<file path="src/rtl/inverse_matrix_ctrl_if.sv">
`default_nettype none
// ============================================================================
//  Module  : inverse_matrix_ctrl_if
//  Brief   : Host start/status plus datapath command/response channel for
//            the Gauss-Jordan inversion sequencer.
//  Rev     : 1.0  initial release
// ============================================================================
interface inverse_matrix_ctrl_if #(
    parameter int IDX_W = 3
) ();
    logic             start;
    logic             busy;
    logic             done;
    logic             singular;
    logic             cmd_valid;
    logic             cmd_ready;
    logic [1:0]       cmd_op;
    logic [IDX_W-1:0] cmd_row;
    logic [IDX_W-1:0] cmd_pivot;
    logic             rsp_valid;
    logic             rsp_zero;

    // Sequencer side
    modport master (
        input  start, cmd_ready, rsp_valid, rsp_zero,
        output busy, done, singular, cmd_valid, cmd_op, cmd_row, cmd_pivot
    );

    // Host / datapath side
    modport slave (
        output start, cmd_ready, rsp_valid, rsp_zero,
        input  busy, done, singular, cmd_valid, cmd_op, cmd_row, cmd_pivot
    );
endinterface
`default_nettype wire

</file>
<file path="src/rtl/inverse_matrix_ctrl.sv">
`default_nettype none
// ============================================================================
//  Module  : inverse_matrix_ctrl
//  Brief   : Gauss-Jordan inversion sequencer. Issues PROBE/SWAP/NORM/ELIM
//            row commands one at a time and reports done/singular.
//  Options : INV_CTRL_PIVOT_EN - enables partial-pivot search (row counter,
//            SWAP command). Undefined: only row k is probed.
//  Rev     : 1.0  initial release
// ============================================================================
module inverse_matrix_ctrl #(
    parameter int N     = 3,
    parameter int IDX_W = 3
) (
    input  wire                   clk,
    input  wire                   rst_n,
    inverse_matrix_ctrl_if.master bus
);

    localparam logic [1:0] OP_PROBE = 2'b00;
`ifdef INV_CTRL_PIVOT_EN
    localparam logic [1:0] OP_SWAP  = 2'b01;
`endif
    localparam logic [1:0] OP_NORM  = 2'b10;
    localparam logic [1:0] OP_ELIM  = 2'b11;

    localparam logic [IDX_W-1:0] LAST_IDX = IDX_W'(N - 1);
    localparam logic [IDX_W-1:0] N_IDX    = IDX_W'(N);

    typedef enum logic [2:0] {
        S_IDLE  = 3'd0,
        S_PROBE = 3'd1,
`ifdef INV_CTRL_PIVOT_EN
        S_SWAP  = 3'd2,
`endif
        S_NORM  = 3'd3,
        S_ELIM  = 3'd4,
        S_FIN   = 3'd5
    } state_t;

    state_t           state;
    logic             waiting;     // 0: ISSUE phase, 1: WAIT phase
    logic [IDX_W-1:0] pivot_k;
`ifdef INV_CTRL_PIVOT_EN
    logic [IDX_W-1:0] row_cnt;
`endif

    logic [IDX_W-1:0] elim_first;
    logic [IDX_W-1:0] elim_step;
    logic [IDX_W-1:0] elim_cand;

    // Next elimination row: first row after NORM, else the row after the
    // current one, always skipping the pivot row. A value of N means done.
    always_comb begin
        elim_first = (pivot_k == '0) ? IDX_W'(1) : '0;
        elim_step  = bus.cmd_row + 1'b1;
        if (elim_step == pivot_k) begin
            elim_step = elim_step + 1'b1;
        end
        elim_cand  = (state == S_NORM) ? elim_first : elim_step;
    end

    // Sequencer state machine with registered command and status outputs
    always_ff @(posedge clk or negedge rst_n) begin
        if (!rst_n) begin
            state         <= S_IDLE;
            waiting       <= 1'b0;
            pivot_k       <= '0;
`ifdef INV_CTRL_PIVOT_EN
            row_cnt       <= '0;
`endif
            bus.busy      <= 1'b0;
            bus.done      <= 1'b0;
            bus.singular  <= 1'b0;
            bus.cmd_valid <= 1'b0;
            bus.cmd_op    <= OP_PROBE;
            bus.cmd_row   <= '0;
            bus.cmd_pivot <= '0;
        end else begin
            bus.done <= 1'b0;
            case (state)
                // FIN is the done cycle; it accepts a new start just like IDLE
                S_IDLE, S_FIN: begin
                    state <= S_IDLE;
                    if (bus.start) begin
                        pivot_k       <= '0;
`ifdef INV_CTRL_PIVOT_EN
                        row_cnt       <= '0;
`endif
                        bus.singular  <= 1'b0;
                        bus.busy      <= 1'b1;
                        state         <= S_PROBE;
                        waiting       <= 1'b0;
                        bus.cmd_valid <= 1'b1;
                        bus.cmd_op    <= OP_PROBE;
                        bus.cmd_row   <= '0;
                        bus.cmd_pivot <= '0;
                    end
                end
                default: begin
                    if (!waiting) begin
                        if (bus.cmd_ready) begin
                            bus.cmd_valid <= 1'b0;
                            waiting       <= 1'b1;
                        end
                    end else if (bus.rsp_valid) begin
                        // Default: the response launches another command
                        waiting       <= 1'b0;
                        bus.cmd_valid <= 1'b1;
                        case (state)
                            S_PROBE: begin
`ifdef INV_CTRL_PIVOT_EN
                                if (bus.rsp_zero) begin
                                    if (row_cnt == LAST_IDX) begin
                                        bus.singular  <= 1'b1;
                                        bus.cmd_valid <= 1'b0;
                                        bus.done      <= 1'b1;
                                        bus.busy      <= 1'b0;
                                        state         <= S_FIN;
                                    end else begin
                                        row_cnt     <= row_cnt + 1'b1;
                                        bus.cmd_row <= row_cnt + 1'b1;
                                    end
                                end else if (row_cnt == pivot_k) begin
                                    state         <= S_NORM;
                                    bus.cmd_op    <= OP_NORM;
                                    bus.cmd_row   <= pivot_k;
                                    bus.cmd_pivot <= pivot_k;
                                end else begin
                                    // cmd_row/cmd_pivot already hold (r, k)
                                    state      <= S_SWAP;
                                    bus.cmd_op <= OP_SWAP;
                                end
`else
                                if (bus.rsp_zero) begin
                                    bus.singular  <= 1'b1;
                                    bus.cmd_valid <= 1'b0;
                                    bus.done      <= 1'b1;
                                    bus.busy      <= 1'b0;
                                    state         <= S_FIN;
                                end else begin
                                    state         <= S_NORM;
                                    bus.cmd_op    <= OP_NORM;
                                    bus.cmd_row   <= pivot_k;
                                    bus.cmd_pivot <= pivot_k;
                                end
`endif
                            end
`ifdef INV_CTRL_PIVOT_EN
                            S_SWAP: begin
                                state         <= S_NORM;
                                bus.cmd_op    <= OP_NORM;
                                bus.cmd_row   <= pivot_k;
                                bus.cmd_pivot <= pivot_k;
                            end
`endif
                            S_NORM, S_ELIM: begin
                                if (elim_cand < N_IDX) begin
                                    state       <= S_ELIM;
                                    bus.cmd_op  <= OP_ELIM;
                                    bus.cmd_row <= elim_cand;
                                end else if (pivot_k == LAST_IDX) begin
                                    bus.cmd_valid <= 1'b0;
                                    bus.done      <= 1'b1;
                                    bus.busy      <= 1'b0;
                                    state         <= S_FIN;
                                end else begin
                                    pivot_k       <= pivot_k + 1'b1;
`ifdef INV_CTRL_PIVOT_EN
                                    row_cnt       <= pivot_k + 1'b1;
`endif
                                    state         <= S_PROBE;
                                    bus.cmd_op    <= OP_PROBE;
                                    bus.cmd_row   <= pivot_k + 1'b1;
                                    bus.cmd_pivot <= pivot_k + 1'b1;
                                end
                            end
                            default: begin
                                bus.cmd_valid <= 1'b0;
                                state         <= S_IDLE;
                            end
                        endcase
                    end
                end
            endcase
        end
    end

endmodule
`default_nettype wire
</file>
<file path="src/flat_wrapper.sv">
// flat-port wrapper written by rule: the top's interface ports become plain ports
module inverse_matrix_ctrl_flat 
#(
    parameter int N     = 3,
    parameter int IDX_W = 3
)
  (clk, rst_n, bus_start, bus_cmd_ready, bus_rsp_valid, bus_rsp_zero, bus_busy, bus_done, bus_singular, bus_cmd_valid, bus_cmd_op, bus_cmd_row, bus_cmd_pivot);
  inverse_matrix_ctrl_if #(.IDX_W(IDX_W)) bus_i ();
  input  wire clk;
  input  wire rst_n;
  input wire logic [$bits(bus_i.start)-1:0] bus_start;
  input wire logic [$bits(bus_i.cmd_ready)-1:0] bus_cmd_ready;
  input wire logic [$bits(bus_i.rsp_valid)-1:0] bus_rsp_valid;
  input wire logic [$bits(bus_i.rsp_zero)-1:0] bus_rsp_zero;
  output wire logic [$bits(bus_i.busy)-1:0] bus_busy;
  output wire logic [$bits(bus_i.done)-1:0] bus_done;
  output wire logic [$bits(bus_i.singular)-1:0] bus_singular;
  output wire logic [$bits(bus_i.cmd_valid)-1:0] bus_cmd_valid;
  output wire logic [$bits(bus_i.cmd_op)-1:0] bus_cmd_op;
  output wire logic [$bits(bus_i.cmd_row)-1:0] bus_cmd_row;
  output wire logic [$bits(bus_i.cmd_pivot)-1:0] bus_cmd_pivot;
  assign bus_i.start = bus_start;
  assign bus_i.cmd_ready = bus_cmd_ready;
  assign bus_i.rsp_valid = bus_rsp_valid;
  assign bus_i.rsp_zero = bus_rsp_zero;
  assign bus_busy = bus_i.busy;
  assign bus_done = bus_i.done;
  assign bus_singular = bus_i.singular;
  assign bus_cmd_valid = bus_i.cmd_valid;
  assign bus_cmd_op = bus_i.cmd_op;
  assign bus_cmd_row = bus_i.cmd_row;
  assign bus_cmd_pivot = bus_i.cmd_pivot;
  inverse_matrix_ctrl #(.N(N), .IDX_W(IDX_W)) u_core (.clk(clk), .rst_n(rst_n), .bus(bus_i));
endmodule
</file>
<file path="config.mk">
export PLATFORM = sky130hd
export DESIGN_NAME = inverse_matrix_ctrl_flat
export DESIGN_NICKNAME = d
export VERILOG_FILES = /design/src/rtl/inverse_matrix_ctrl_if.sv /design/src/rtl/inverse_matrix_ctrl.sv /design/src/flat_wrapper.sv
export SDC_FILE = /design/constraint.sdc
export NUM_CORES = 1
export LEC_CHECK = 0
export BUFFER_PORTS_ARGS = -buffer_cell sky130_fd_sc_hd__buf_2
export CAP_MARGIN = 20
export CORE_ASPECT_RATIO = 0.6
export CORE_MARGIN = 5
export CORE_UTILIZATION = 55
export CTS_CLUSTER_DIAMETER = 100
export CTS_CLUSTER_SIZE = 25
export DETAILED_ROUTE_END_ITERATION = 6
export GPL_ROUTABILITY_DRIVEN = 0
export PLACE_DENSITY = 0.78
export SLEW_MARGIN = 20
export SYNTH_ARGS = -nofsm -noshare
export SYNTH_HDL_FRONTEND = slang
export SYNTH_SLANG_ARGS = --single-unit
</file>
<file path="constraint.sdc">
create_clock -name clk -period 2.84 [get_ports clk]
set_input_delay 0.852 -clock clk [delete_from_list [all_inputs] [get_ports clk]]
set_output_delay 0.852 -clock clk [all_outputs]
set_load 0.02 [all_outputs]
</file>
Word-level counts from Yosys, hierarchy flattened
Index checks and enable logic that the tools add are counted.
{"block": "word_totals", "register_bits": 19, "in_bits": 6, "output_inout_bits": 12}
{"block": "op_classes", "add_sub_neg": 3, "magnitude_cmp": 1, "eq_ne": 16, "n_mux": 69, "reduce_logical": 18}
{"op": "2-to-1 mux 3 bit", "n": 23}
{"op": "2-to-1 mux 1 bit", "n": 32}
{"op": "one-hot mux 3 bit (2 select lines)", "n": 3}
{"op": "2-to-1 mux 2 bit", "n": 7}
{"op": "AND reduction 7 bit", "n": 2}
{"op": "AND reduction 6 bit", "n": 2}
{"op": "nonzero test 2 bit", "n": 5}
{"op": "adder 3 x 1 -> 3 bit, second input constant", "n": 3}
{"op": "inequality test 3 x 2 -> 1 bit, second input constant", "n": 3}
{"op": "inequality test 3 bit, second input constant", "n": 3}
{"op": "equality test 3 x 2 -> 1 bit, second input constant", "n": 2}
{"op": "equality test 3 bit, second input constant", "n": 2}
{"op": "logical NOT 3 bit", "n": 2}
{"op": "inequality test 2 bit, second input constant", "n": 3}
{"op": "one-hot mux 1 bit (2 select lines)", "n": 3}
{"op": "nonzero test 3 bit", "n": 2}
{"op": "AND reduction 5 bit", "n": 1}
{"op": "inequality test 4 x 3 -> 1 bit, second input constant", "n": 1}
{"op": "one-hot mux 2 bit (2 select lines)", "n": 1}
{"op": "OR reduction 2 bit", "n": 2}
{"op": "equality test 3 x 1 -> 1 bit, second input constant", "n": 1}
{"op": "equality test 3 bit", "n": 1}
{"op": "< comparator 3 x 2 -> 1 bit, second input constant", "n": 1}
{"op": "AND reduction 3 bit", "n": 1}
{"op": "AND reduction 2 bit", "n": 1}

Longest topological paths before layout
Gate-level depths: netlist of run 1.
{"block": "logic_depth", "ltp_word": 10, "mapped_depth": 10, "mapped_depth_nobuf": 8}

Worst setup path before layout of run 1
OpenSTA, ideal clock, no wires.
{"block": "synth_path", "kind": "reg-to-reg", "startpoint": "register u_core.bus.cmd_row[0]", "endpoint": "register u_core.bus.cmd_op[1]", "t_arrival_ps": 2632, "setup_slack_ps": 83, "stages_incl_launch_ff": 11, "cell_sequence": "dfrtp_1 > clkbuf_2 > inv_1 > ha_1 > clkbuf_2 > xor2_1 > and3_1 > o211ai_2 > o32ai_4 > a21oi_4 > mux2_4"}
{"block": "synth_via", "elab_chain_len": 10, "elab_cells_between_ends": 13, "classes_between": "add/sub: 2; order compare: 1; eq/ne: 2; mux: 7; reduce/logical: 1"}
{"element": "start, declared", "line": "inverse_matrix_ctrl_if.sv:26", "rtl": "output busy, done, singular, cmd_valid, cmd_op, cmd_row, cmd_pivot"}
{"element": "start signal, assigned", "line": "inverse_matrix_ctrl.sv:143", "rtl": "bus.cmd_row <= pivot_k;"}
{"element": "start signal, assigned", "line": "inverse_matrix_ctrl.sv:160", "rtl": "bus.cmd_row <= elim_cand;"}
{"element": "start signal, assigned", "line": "inverse_matrix_ctrl.sv:173", "rtl": "bus.cmd_row <= pivot_k + 1'b1;"}
{"element": "adder 3 x 1 -> 3 bit (*)", "line": "inverse_matrix_ctrl.sv:55", "rtl": "elim_step = bus.cmd_row + 1'b1;"}
{"element": "adder 3 x 1 -> 3 bit or equality test 3 bit (tied branches)", "line": "inverse_matrix_ctrl.sv:57, inverse_matrix_ctrl.sv:56"}
{"element": "2-to-1 mux 3 bit (*)", "line": "inverse_matrix_ctrl.sv:56", "rtl": "if (elim_step == pivot_k) begin"}
{"element": "2-to-1 mux 3 bit (*)", "line": "inverse_matrix_ctrl.sv:59", "rtl": "elim_cand = (state == S_NORM) ? elim_first : elim_step;"}
{"element": "< comparator 3 x 2 -> 1 bit (*)", "line": "inverse_matrix_ctrl.sv:157", "rtl": "if (elim_cand < N_IDX) begin"}
{"element": "2-to-1 mux 2 bit", "line": "inverse_matrix_ctrl.sv:157"}
{"element": "one-hot mux 2 bit (2 select lines)", "line": "inverse_matrix_ctrl.sv:109", "rtl": "case (state)"}
{"element": "2-to-1 mux 2 bit", "line": "inverse_matrix_ctrl.sv:105", "rtl": "end else if (bus.rsp_valid) begin"}
{"element": "2-to-1 mux 2 bit", "line": "inverse_matrix_ctrl.sv:100", "rtl": "if (!waiting) begin"}
{"element": "2-to-1 mux 2 bit", "line": "inverse_matrix_ctrl.sv:80", "rtl": "case (state)"}
{"element": "end signal, assigned", "line": "inverse_matrix_ctrl.sv:75", "rtl": "bus.cmd_op <= OP_PROBE;"}
{"element": "end signal, assigned", "line": "inverse_matrix_ctrl.sv:94", "rtl": "bus.cmd_op <= OP_PROBE;"}
{"element": "end signal, assigned", "line": "inverse_matrix_ctrl.sv:142", "rtl": "bus.cmd_op <= OP_NORM;"}
{"element": "end, declared", "line": "inverse_matrix_ctrl_if.sv:26"}
Mark *: on every way between the ends. The rest lies on a longest branch, timed or not. The select of a mux whose other input is x is not followed.
A chain may end at the register's enable or synchronous reset.

Final worst setup path of run 1
{"block": "layout_path", "startpoint": "register u_core.bus.cmd_row[1]", "endpoint": "register u_core.bus.cmd_op[1]"}
The elaborated chain is that of the path after synthesis.

==> results_dict.tcl, run 1 <==
set metrics [dict create \
    finalWirelength_mm 3.26 \
    drv_cap 0 \
    io_pins 18 \
    crit_slowest_cell "dfrtp_1" \
    r2r_start "u_core.bus.cmd_row[1]" \
    crit_required_ps 3000 \
    layout_commonest_cell "dfrtp_1" \
    die_y_um 48.4 \
    vias 1192 \
    worst_clock_skew_ps 3.29 \
    cts_buffers 3 \
    ys_seq_area_share_pct 35.3 \
    status "finished clean" \
    period_minus_slack_ps 2500 \
    cp_top_family "compound AO/OA/AOI/OAI gates" \
    fp-row-count 13 \
    hold_buffers 0 \
    dieArea_um2 3580 \
    slew_headroom_pct 61.8 \
    worstSkewPairLatency_ps 260 \
    critPathLaunch "u_core.bus.cmd_row[1]" \
    vdd_drop_max_uv 677 \
    cts_tree "built" \
    finalSetupTns_ps 0 \
    layout_common_cells "dfrtp_1, buf_2, nand2_1" \
    insertedDiodeCount 0 \
    hold_viol_final 0 \
    cts_root_buffer "clkbuf_8" \
    holdWs_ps 498 \
    netlist.area_leader.share_pct 35.3 \
    max_freq_mhz 400 \
    drc 0 \
    drive_gt1_share_pct 24.1 \
    min_period_over_period_pct 88.1 \
    utilization_pct 68.1 \
    drt-initial-drc-count 148 \
    synth.avg_cell_area_um2 9.50 \
    synth_cells 142 \
    grt_pass1_wl_mm 5.26 \
    crit_chain "ha_1 > xor2_1 > and3_1 > o211ai_2 > o32ai_4 > a21oi_4 > mux2_4" \
    tightest_slew_ps 571 \
    wl_per_cell_um 17.0 \
    finalNetCount 174 \
    synth_enable_flop_cells 0 \
    rsz0062_at_grt "false" \
    syn_to_final_growth_pct 13.4 \
    post_cts_resized 0 \
    power_density_nw_per_um2 1430 \
    track_usage_pct 18.8 \
    crit_type "reg2reg" \
    core-area_um2 2240 \
    synth.distinct_cells 48 \
    crit_arrival_ps 2660 \
    grt_max_degree 20 \
    synth-seq-cells 19 \
    multiInputGateArea_um2 818 \
    grt_pass1_vias 1022 \
    clkTransAtPathRegs_ps 80 \
    cts.sinks 19 \
    grt.overflow.total 0 \
    antenna_found_initial 0 \
    h-tree-depth 1 \
    die_w_um 73.9 \
    synth_flop_cell "dfrtp_1" \
    p_leak_nw 0.715 \
    combPwrFrac_pct 66.8 \
    startpoint_type "flop" \
    ys_top_cells_by_area "dfrtp_1, ha_1, nand2_1" \
    postCtsSetupRepairBufs 0 \
    antenna_left 0 \
    clk_path_buf_depth 2 \
    yosysWarnings 0 \
    p_int_mw 1.08 \
    start_util_pct 60.1 \
    netlist_area_um2 1350 \
    critPathMaxFanout 8 \
    yosysTopAreaCell "dfrtp_1" \
    critPathBufInv 0 \
    p_seq_share_pct 23.9 \
    max_stage_delay_ps 430 \
    via_per_inst 6.21 \
    numPortBuffers 17 \
    postSynth.asyncResetShare_pct 100 \
    holdCritPathClass "reg2reg" \
    register_area_um2 475 \
    syn-num-nets 153 \
    p_sw_mw 1.11 \
    clock_power_share_pct 9.3 \
    dr.pass1.iters 4 \
    slew_viol_final 0 \
    dp_hpwl_mm 2.48 \
    p_sw_share_pct 50.6 \
    fillers 186 \
    setup_viol 0 \
    critPathCaptureType "flop" \
    hp-start "u_core.bus.busy" \
]
-- Yosys cell counts (all sizes together) (2+ instances only) --
library cell  instances
nor2b                 3
a22o                  3
nand2                13
o221ai                3
nor3                  2
nor2                 10
a21oi                 7
a21o                  2
o22ai                 3
a31oi                 3
xor2                  3
mux2                  5
or3                   2
a41oi                 2
mux2i                 3
dfrtp                19
o21ai                 7
clkbuf                5
nand3                 6
nand4                 2
inv                   9
nand2b                4
o21a                  3
o211ai                2
a2bb2oi               2
ha                    5
-- through the flow --
step | worst slack (ps) | instance area [um^2] | instances | power (mW)
finish | 338 | 1530 | 192 | 2.19
CTS | 360 | 1530 | 192 | 2.16
floorplan | 82.7 | 1350 | 142 | 1.58
global route | 226 | 1530 | 192 | 2.33
global placement | 476 | 1480 | 188 | 1.93
detailed placement | 379 | 1480 | 188 | 1.95
-- cell type report --
type,count,share of cell area [%]
Clock buffer,3,2.70
Tap cell,30,2.45
Inverter,9,2.21
Clock inverter,1,0.491
Sequential cell,19,31.1
Multi-Input combinational cell,109,53.5
Timing Repair Buffer,21,7.53
-- metal layers --
metal | vias up | track usage [%] | part of all wire (%)
li1 | 561 | - | -
met4 | 0 | 1.81 | 0.12
met1 | 572 | 30.5 | 48
met2 | 57 | 24.4 | 41
met5 | - | 0 | 0
met3 | 2 | 6.17 | 10
-- worst paths after layout --
check / slack [ps] / to / depth (start not counted)
hold reg to reg: 500 / u_core.bus.busy / 1
max in group asynchronous: 2030 / u_core.waiting / 1
setup / recovery: 340 / u_core.bus.cmd_op[1] / 7
setup reg to reg: 340 / u_core.bus.cmd_op[1] / 7
hold / removal: 500 / u_core.bus.busy / 1
min in group asynchronous: 510 / u_core.bus.cmd_op[1] / 1
-- power by group through the flow --
stage	Clock, mW	Combinational [mW]	Sequential (mW)
final	0.204	1.46	0.523
after global placement	0	1.41	0.513
after global routing	0.217	1.58	0.537
after CTS	0.205	1.44	0.517
after floorplan	0	1.02	0.557
after detailed placement	0	1.43	0.521
-- registers in the layout (all words and copies together) (netlist names) --
name,count
u_core.bus.done,1
u_core.pivot_k,3
u_core.bus.cmd_op,2
u_core.waiting,1
u_core.bus.busy,1
u_core.bus.cmd_pivot,3
u_core.state,3
u_core.bus.cmd_row,3
u_core.bus.singular,1
u_core.bus.cmd_valid,1
-- kinds of logic (layout without fill, tap and decap cells) --
kind of cell             Yosys count  after routing  share of synthesized area (%)
flip-flops                        19             19                           35.3
XOR/XNOR                           5              5                           4.82
buffers and inverters             14             34                           4.08
multiplexers                       8              8                           6.96
AO/OA/AOI/OAI                     44             44                           25.9
AND/OR/NAND/NOR                   46             46                           17.6
adder cells (fa/ha/maj)            6              6                           5.38
Note: power is estimated with default switching activity, not from simulation.
==> inputs of run 2 (changes only) <==
--- a/config.mk
+++ b/config.mk
@@ -5,6 +5,7 @@
 export SDC_FILE = /design/constraint.sdc
 export NUM_CORES = 1
 export LEC_CHECK = 0
+export ABC_AREA = 1
 export BUFFER_PORTS_ARGS = -buffer_cell sky130_fd_sc_hd__buf_2
 export CAP_MARGIN = 20
 export CORE_ASPECT_RATIO = 0.6
==> run 2 against run 1 <==
  * Clock skew is 1.4 ps higher
  * Critical path depth rose by 8
  * Flip-flop and latch count unchanged
  * Critical path type unchanged
  * Non-clock buffer count shrank 4
  * Critical endpoint is now u_core.pivot_k[1]
==> results_dict.tcl, run 2 <==
set metrics [dict create \
    status "finished clean" \
    via_per_inst 5.30 \
    finalNonFillerCells 214 \
    io_pins 18 \
    crit_type "reg2reg" \
    cts.sinks 19 \
    finalWirelength_mm 3.05 \
    cp_top_family "simple AND/OR/NAND/NOR gates" \
    post_cts_resized 0 \
    cts_root_buffer "clkbuf_8" \
    startpoint_type "flop" \
    clkTransAtPathRegs_ps 70 \
    worst_path_most_repeated_cell "nand2_1" \
    die_y_um 47.9 \
    rsz0062_at_grt "false" \
    synth_flop_cell "dfrtp_1" \
    start_util_pct 59.1 \
    h-tree-depth 1 \
    whs_path_depth 2 \
    synth-simple-area-share_pct 37.4 \
    worst_clock_skew_ps 4.72 \
    track_usage_pct 19.9 \
    yosysTopAreaCell "dfrtp_1" \
    vias 1135 \
    insertedDiodeCount 0 \
    worstSkewPairLatency_ps 260 \
    drive_gt1_share_pct 34.2 \
    grt.overflow.total 0 \
    period_minus_slack_ps 2300 \
    drt-initial-drc-count 87 \
    critPathMaxFanout 7 \
    ys_seq_area_share_pct 36.1 \
    crit_arrival_ps 2450 \
    synth-xor-area-share_pct 1.33 \
    holdCritPathClass "reg2reg" \
    hold_viol_final 0 \
    postSynth.asyncResetShare_pct 100 \
    crit_slowest_cell "dfrtp_1" \
    cts_buffers 3 \
    antenna_found_initial 0 \
    numPortBuffers 17 \
    crit_chain "inv_2 > ha_1 > inv_2 > nand2_1 > nand2_2 > nor2_8 > nand2_1 > nand2_1 > nand3_2 > nand2_1 > nand2_1 > nand2_2 > nand2_4 > nand2_1 > o21ai_2" \
    dieArea_um2 3510 \
    synth_compound_gate_area_share_pct 12.8 \
    tightest_slew_ps 447 \
    dp_hpwl_mm 2.41 \
    yosys-top-cells-count "nand2_1, dfrtp_1, inv_1" \
    dp_cells 210 \
    yosysWarnings 0 \
    netlist_area_um2 1320 \
    fillers 186 \
    finalNetCount 196 \
    drv_cap 0 \
    finalSetupTns_ps 0 \
    synth-seq-cells 19 \
    slew_viol_final 0 \
    core-area_um2 2230 \
    multiInputGateArea_um2 742 \
    max_stage_delay_ps 480 \
    layout_commonest_cell "nand2_1" \
    synth_top_family_by_area "simple AND/OR/NAND/NOR gates" \
    synth.distinct_cells 31 \
    crit_required_ps 2990 \
    synth.avg_cell_area_um2 8.08 \
    min_period_over_period_pct 80.9 \
    synth_enable_flop_cells 0 \
    layout_common_cells "nand2_1, dfrtp_1, buf_2" \
    register_area_um2 475 \
    critPathBufInv 2 \
    yosysMostFrequentCell "nand2_1" \
    slew_headroom_pct 70.2 \
    reg2reg_depth 15 \
    wl_per_cell_um 14.3 \
    postCtsSetupRepairBufs 0 \
    syn_to_final_growth_pct 12.8 \
    hold_buffers 0 \
    drc 0 \
    antenna_left 0 \
    cts_tree "built" \
    clk_path_buf_depth 2 \
    fp-row-count 13 \
    dr.pass1.iters 4 \
    cp_num_cells 15 \
    critPathCaptureType "flop" \
    syn-num-nets 174 \
    synth_mux_area_share_pct 0 \
    synth_cells 163 \
    max_freq_mhz 435 \
    setup_viol 0 \
    synthAdderAreaFrac_pct 4.75 \
    grt_max_degree 20 \
    netlist.area_leader.share_pct 36.1 \
    grt_pass1_wl_mm 5.15 \
    grt_pass1_vias 1092 \
    ys_top_cells_by_area "dfrtp_1, nand2_1, nand3_1" \
    holdWs_ps 490 \
    die_w_um 73.2 \
]
## run 2: cell types whose count changed in the layout (fill, tap and decap cells not counted), moves of 5 or more
| cell | delta |
|---|---|
| nand2_1 | +25 |
| nand2_2 | +10 |
| inv_2 | +8 |
| nand3_1 | +8 |
| inv_1 | +5 |
| nand2_4 | +5 |
| o21ai_1 | +5 |
## run 2: kinds of logic after synthesis
| group | after synthesis |
|---|---|
| AOI/OAI and AO/OA | 25 |
| xor gates and xnor gates | 2 |
| adders and majority gates | 5 |
| DFF | 19 |
| and+or+nand+nor | 87 |
| buffers and inverters | 25 |
## run 2: area by class of cell
class	instances	share of cell area, %
tap	30	2.53
clock inverter	1	0.337
multi-input combinational	119	49.9
inverter	25	6.73
timing repair buffer	17	5.72
sequential	19	32.0
clock buffer	3	2.78
## run 2: final timing paths
check	start	slack, ps	end
setup / recovery	u_core.bus.cmd_row[0]	540	u_core.pivot_k[1]
hold / removal	u_core.bus.cmd_pivot[0]	490	u_core.bus.cmd_pivot[0]
setup reg to reg	u_core.bus.cmd_row[0]	540	u_core.pivot_k[1]
hold reg to reg	u_core.bus.cmd_pivot[0]	490	u_core.bus.cmd_pivot[0]
max in group asynchronous	rst_n	2000	u_core.bus.cmd_row[0]
min in group asynchronous	rst_n	530	u_core.bus.busy
## run 2: tightest hold or removal path: cells and delay by family, from the launching register on
kind             cells  cell delay [ps]
AND/OR/NAND/NOR      1               60
flip-flops           1              350
AO/OA/AOI/OAI        1               50
## run 2: stage by stage
stage	instance area [um^2]	setup WS, ps	util, %
finish	1490	541	66.7
global route	1490	369	66.7
CTS	1490	567	66.7
detailed placement	1440	575	64.6
global placement	1440	752	64.6
floorplan	1320	733	-
## run 2: layer usage
layer | wire, um | track usage, % | vias to the layer above
met5 | 0 | 0 | -
met2 | 1350 | 31.4 | 41
met3 | 194 | 6.08 | 2
met4 | 10 | 4.04 | 0
li1 | - | - | 573
met1 | 1490 | 27.3 | 519
Power of run 2 is not shown: default switching activity piles up to over one toggle a cycle in this logic, so the estimate is an artifact.
